<file path="src/rtl/univ_reg_sync.sv">
// -----------------------------------------------------------------------------
// univ_reg_sync
//
// Parametrised N-bit universal register. It generalises a D flip-flop with
// synchronous set/reset into a storage, shift, rotate and up/down count element.
//
// Parameters
//   WIDTH        register width in bits (>= 2)
//   RESET_VALUE  value loaded into q on reset
//
// Ports
//   clk    in   1      clock; all state changes on its rising edge
//   reset  in   1      synchronous active-high reset (highest priority)
//   set    in   1      synchronous active-high set, q <= all ones
//   en     in   1      operation enable; 0 holds q and co
//   mode   in   3      operation select (see MODE_* below)
//   d      in   WIDTH  parallel load data
//   sin_r  in   1      serial input entering bit 0 on shift-left
//   sin_l  in   1      serial input entering bit WIDTH-1 on shift-right
//   q      out  WIDTH  register contents
//   co     out  1      registered carry / borrow / shifted-out bit
//   zero   out  1      combinational, 1 when q == 0
// -----------------------------------------------------------------------------
module univ_reg_sync #(
    parameter int              WIDTH       = 8,
    parameter logic [WIDTH-1:0] RESET_VALUE = {WIDTH{1'b0}}
) (
    input  logic             clk,
    input  logic             reset,
    input  logic             set,
    input  logic             en,
    input  logic [2:0]       mode,
    input  logic [WIDTH-1:0] d,
    input  logic             sin_r,
    input  logic             sin_l,
    output logic [WIDTH-1:0] q,
    output logic             co,
    output logic             zero
);

    localparam logic [2:0] MODE_HOLD = 3'b000;
    localparam logic [2:0] MODE_LOAD = 3'b001;
    localparam logic [2:0] MODE_SHL  = 3'b010;
    localparam logic [2:0] MODE_SHR  = 3'b011;
    localparam logic [2:0] MODE_ROL  = 3'b100;
    localparam logic [2:0] MODE_ROR  = 3'b101;
    localparam logic [2:0] MODE_INC  = 3'b110;
    localparam logic [2:0] MODE_DEC  = 3'b111;

    localparam logic [WIDTH-1:0] ONE      = {{(WIDTH-1){1'b0}}, 1'b1};
    localparam logic [WIDTH-1:0] ALL_ONES = {WIDTH{1'b1}};

    logic [WIDTH-1:0] q_q, q_d;
    logic             co_q, co_d;

    // Next state for everything except reset; reset is applied in the
    // register process so it overrides set and en unconditionally.
    always_comb begin
        q_d  = q_q;
        co_d = co_q;
        if (set) begin
            q_d  = ALL_ONES;
            co_d = 1'b0;
        end else if (en) begin
            unique case (mode)
                MODE_HOLD: begin
                    q_d  = q_q;
                    co_d = co_q;
                end
                MODE_LOAD: begin
                    q_d  = d;
                    co_d = 1'b0;
                end
                MODE_SHL: begin
                    q_d  = {q_q[WIDTH-2:0], sin_r};
                    co_d = q_q[WIDTH-1];
                end
                MODE_SHR: begin
                    q_d  = {sin_l, q_q[WIDTH-1:1]};
                    co_d = q_q[0];
                end
                MODE_ROL: begin
                    q_d  = {q_q[WIDTH-2:0], q_q[WIDTH-1]};
                    co_d = q_q[WIDTH-1];
                end
                MODE_ROR: begin
                    q_d  = {q_q[0], q_q[WIDTH-1:1]};
                    co_d = q_q[0];
                end
                MODE_INC: begin
                    // Carry only on wrap from all ones to zero.
                    q_d  = q_q + ONE;
                    co_d = (q_q == ALL_ONES);
                end
                MODE_DEC: begin
                    // Borrow only on wrap from zero to all ones.
                    q_d  = q_q - ONE;
                    co_d = (q_q == {WIDTH{1'b0}});
                end
                default: begin
                    q_d  = q_q;
                    co_d = co_q;
                end
            endcase
        end
    end

    always_ff @(posedge clk) begin
        if (reset) begin
            q_q  <= RESET_VALUE;
            co_q <= 1'b0;
        end else begin
            q_q  <= q_d;
            co_q <= co_d;
        end
    end

    assign q    = q_q;
    assign co   = co_q;
    assign zero = (q_q == {WIDTH{1'b0}});

endmodule

</file>
<file path="config.mk">
export PLATFORM = sky130hd
export DESIGN_NAME = univ_reg_sync
export DESIGN_NICKNAME = d
export VERILOG_FILES = /design/src/rtl/univ_reg_sync.sv
export SDC_FILE = /design/constraint.sdc
export NUM_CORES = 1
export LEC_CHECK = 0
export ABC_AREA = 1
export CAP_MARGIN = 20
export CORE_MARGIN = 3
export CORE_UTILIZATION = 52
export DETAILED_ROUTE_END_ITERATION = 10
export HOLD_SLACK_MARGIN = 0.06
export PLACE_DENSITY = 0.93
export SKIP_LAST_GASP = 1
export SLEW_MARGIN = 20
export SYNTH_ARGS = -nofsm -noshare
export SYNTH_HDL_FRONTEND = slang
export SYNTH_SLANG_ARGS = --single-unit
</file>
<file path="constraint.sdc">
create_clock -name clk -period 2.5 [get_ports clk]
set_input_delay 0.25 -clock clk [delete_from_list [all_inputs] [get_ports clk]]
set_output_delay 0.25 -clock clk [all_outputs]
set_load 0.005 [all_outputs]
</file>
Word-level counts from Yosys, hierarchy flattened
Cells that the tools add are included.
- add/sub/neg operators: 2
- $mul: 0
- divide/modulo/power cells: 0
- $lt $le $gt $ge: 0
- equal/unequal tests: 9
- shifts and indexed selects: 0
- multiplexer cells: 4
- bitwise logic cells: 1
- reductions and logical operators: 8
- operators with widths (operator ; count):
    $pmux 8 s7 ; 1
    $mux 8 ; 2
    $eq 3x3->1 const B ; 4
    $add 8x1->8 const B ; 1
    $eq 8x8->1 const B ; 1
    $logic_not 8->1 ; 1
    $sub 8x1->8 const B ; 1
    $eq 3x2->1 const B ; 2
    $reduce_or 2->1 ; 3
    $pmux 1 s5 ; 1
    $reduce_and 2->1 ; 2
    $eq 3x1->1 const B ; 1
    $logic_not 3->1 ; 1
    $ne 2x2->1 const B ; 1
    $reduce_bool 2->1 ; 1
    $not 1->1 ; 1
- register bits after elaboration: 9
- latch bits: 0
- bits in writable memories: 0
- bits in read-only memories: 0
- input port bits: 17
- memories kept: 0

Depth between registers and ports, before layout
- word-level depth: 4
- gate-level depth with buffers: 15

Worst setup path before layout
OpenSTA, ideal clock, no wires.
- path kind: input port to flip-flop
- from: input port mode[2]
- to: register q_q[7], in the netlist q[7]
- setup time: 0.109 ns
- arrival: 1.483 ns
- slack: 0.908 ns
- cell stages on the path: 13
- buffers on the path: 1
- cells stage by stage: buf_4 > inv_2 > nor2_8 > ha_1 > inv_1 > nor3_1 > nand2_1 > nand2_1 > nand2_1 > nand3_1 > nand3_1 > nand2_1 > inv_1
- longest elaborated chain between the ends: 4
- elaborated cells on any way between the ends: 13
- RTL lines (element ; RTL line ; source):
    start, declared ; 32 ; input logic [2:0] mode,
    $eq 3x3->1, or another cell as far along ; 65 ; unique case (mode)
    $pmux 8 s7 ; 65 ;
    $mux 8 ; 64 ; end else if (en) begin
    $mux 8 ; 61 ; if (set) begin
    end signal, assigned ; 113 ; q_q <= q_d;
    end, declared ; 53 ; logic [WIDTH-1:0] q_q, q_d;
Several ways; a longest one is shown, not always the timed one. The select of a mux whose other input is x is not followed.
A chain may end at the register's enable or synchronous reset.

Worst setup path after layout
- from: input port mode[1]
- to: register q_q[4], in the netlist q[4]
The elaborated chain is that of the path after synthesis.

==> impl_metrics.json <==
{
  "yosysTopAreaCell": "dfxtp_1",
  "powerDensity_mw_per_mm2": 383,
  "row_count": 15,
  "ys_top_cells_by_area": "dfxtp_1 (17%), nand2_1 (14%), inv_1 (12%)",
  "placed_area_mm2": 0.00134,
  "min_period_ns": 2.11,
  "drive_above_1_share_pct": 9.27,
  "synth_area_mm2": 0.00106,
  "holdWs_ns": 0.493,
  "ys_async_sr_fraction_pct": 0,
  "clk_pin_slew_worst_paths_ns": 0.07,
  "place_congestion": 0.926,
  "nets": 227,
  "regArea_um2": 180,
  "clock_path_buffers": 2,
  "antenna_cells": 0,
  "design.core.area_mm2": 0.00182,
  "initial_core_util_pct": 58.0,
  "finalNonFillerCells": 230,
  "syn_inst": 176,
  "synth.distinct_cells": 33,
  "synth_top_area_share_pct": 17.1,
  "die_h_um": 51.1,
  "overflow": 0,
  "slowest_stage": "clkdlybuf4s50_1",
  "io-pin-count": 27,
  "slew_headroom_pct": 62.9,
  "ctsHtreeMaxLevel": 1,
  "fmax_ghz": 0.473,
  "synth_ff_type": "dfxtp_1",
  "antenna_left": 0,
  "synthMostInstantiatedCell": "nand2_1",
  "tritoncts": "done",
  "layout_setup_ws_ns": 0.387,
  "root_buffer": "clkbuf_4",
  "syn_nets": 197,
  "hp-class": "reg2reg",
  "dieArea_mm2": 0.00261,
  "critical_path_buf_inv_count": 3,
  "vdd_drop_max_mv": 0.313,
  "drt_iter0_markers": 71,
  "path_max_fanout": 9,
  "synthToLayoutAreaGrowth_pct": 29.0,
  "cts.sink_count": 9,
  "cts_hold_buf": 0,
  "slew_violations": 0,
  "yosysSeqAreaShare_pct": 17.1,
  "grt_pass1_vias": 1199,
  "fin_skew_ns": 0.00355,
  "hold_start": "co$_SDFFE_PP0P_",
  "crit_path_start": "mode[1]",
  "min_period_over_period_pct": 84.5,
  "max_slew.worst_pin.slew_ns": 0.556,
  "post-route-drc-count": 0,
  "multi_input_area_um2": 722,
  "end_kind": "register",
  "finalHoldViolations": 0,
  "ys_warn_count": 0,
  "post-place-ws_ns": 0.154,
  "antenna_found_initial": 0,
  "tns_ns": 0,
  "synth_common_cells": "nand2_1 (38), inv_1 (35), nand3_1 (19)",
  "post-cts-setup-buffers": 0,
  "track_usage_pct": 27.9,
  "slowest_delay_ns": 0.67,
  "cp_cell_sequence": "clkdlybuf4s50_1 -> nand2_2 -> nor2_8 -> ha_1 -> inv_1 -> nor2_1 -> nand2_1 -> nand4_1 -> nand3_1 -> nand4_1 -> nand2_1 -> inv_1",
  "arrival_ns": 2.28,
  "ys_ff_latch": 9,
  "avgViaCountPerCell": 5.70,
  "final_util_pct": 74.8,
  "synth-edff-count": 0,
  "p_leak_nw": 0.688,
  "rsz0062_at_grt": "no",
  "cts_resized": 0,
  "wl_mm": 3.21,
  "maxCapViolCount": 0,
  "finalInstanceArea_mm2": 0.00136,
  "avgSynthCellArea_um2": 6.00,
  "vias": 1311,
  "die_width_um": 51.1,
  "worstReg2RegStart": "q[1]$_SDFFE_PP0P_",
  "grt_pass1_wl_mm": 5.56,
  "grt_start_max_net_pins": 10,
  "wl_per_cell_um": 13.9,
  "dr.pass1.iters": 5,
  "power_mw": 0.521,
  "clk_latency_ns": 0.27,
  "cts_buffers": 3,
  "setup_viol": 0,
  "critPathKind": "in2reg",
  "dp_cells": 226,
  "path_delay_family": "simple AND/OR/NAND/NOR gates",
  "cp-start-kind": "primary input",
  "io_buffers": 26,
  "run_status": "completed",
  "place_hpwl_mm": 2.48,
  "critPathRequiredTime_ns": 2.67,
  "fillers": 147
}
## layout make-up
type | count | share of cell area (%)
inverters | 36 | 9.92
well taps | 25 | 2.30
multi-input cells | 129 | 53.0
flip-flops and latches | 9 | 13.2
repair buffers | 27 | 19.7
clock buffers | 4 | 1.93
## final timing paths
kind	end	slack, ns	cells past startpoint
worst max-delay path	q[4]$_SDFFE_PP0P_	0.39	12
worst min-delay path	co$_SDFFE_PP0P_	0.49	2
worst max register to register	q[4]$_SDFFE_PP0P_	0.78	12
worst min register to register	co$_SDFFE_PP0P_	0.49	2
## cells by family (layout without fill, tap and decap cells)
| group | count (synthesis) | in the layout | synth area share (%) |
|---|---|---|---|
| AND/OR/NAND/NOR | 88 | 88 | 41.7 |
| buffers and inverters | 38 | 67 | 14.6 |
| flip-flops | 9 | 9 | 17.1 |
| AO/OA/AOI/OAI | 35 | 35 | 20.3 |
| XOR/XNOR | 2 | 2 | 1.66 |
| adder cells (fa/ha/maj) | 4 | 4 | 4.74 |
## tightest hold or removal path: cells and delay by family, from the launching register on
kind,cells,cell delay [ns]
flops,1,0.32
simple gates,1,0.07
compound gates,1,0.06
## flip-flops by register name (all words and copies together) (netlist names)
register / cells
co: 1
q: 8
## cell usage in the layout, fill, tap and decap left out, types with 2 or more instances in the layout
cell type,count
o22ai_1,4
nor3_1,2
nand4_1,7
ha_1,4
inv_1,35
a221oi_1,2
nand2_1,38
nand2_2,3
clkbuf_4,3
nor2_1,9
a21oi_1,17
clkdlybuf4s50_1,26
nand3_1,19
o21ai_0,4
nor2_2,2
dfxtp_1,9
nand2_4,3
## power by group
part,internal [mW],leakage (nW),switching [mW]
Combinational,0.101,0.598,0.124
Clock,0.0618,0.0150,0.0555
Sequential,0.156,0.0752,0.0228
## per-layer routing
metal  part of all wire, %  global-route usage, %
met1                    40                   35.1
met2                    47                   46.8
met3                   9.6                   4.08
met4                   2.6                   12.1
met5                     0                      0
No activity file was read; power rests on OpenSTA's default activity.
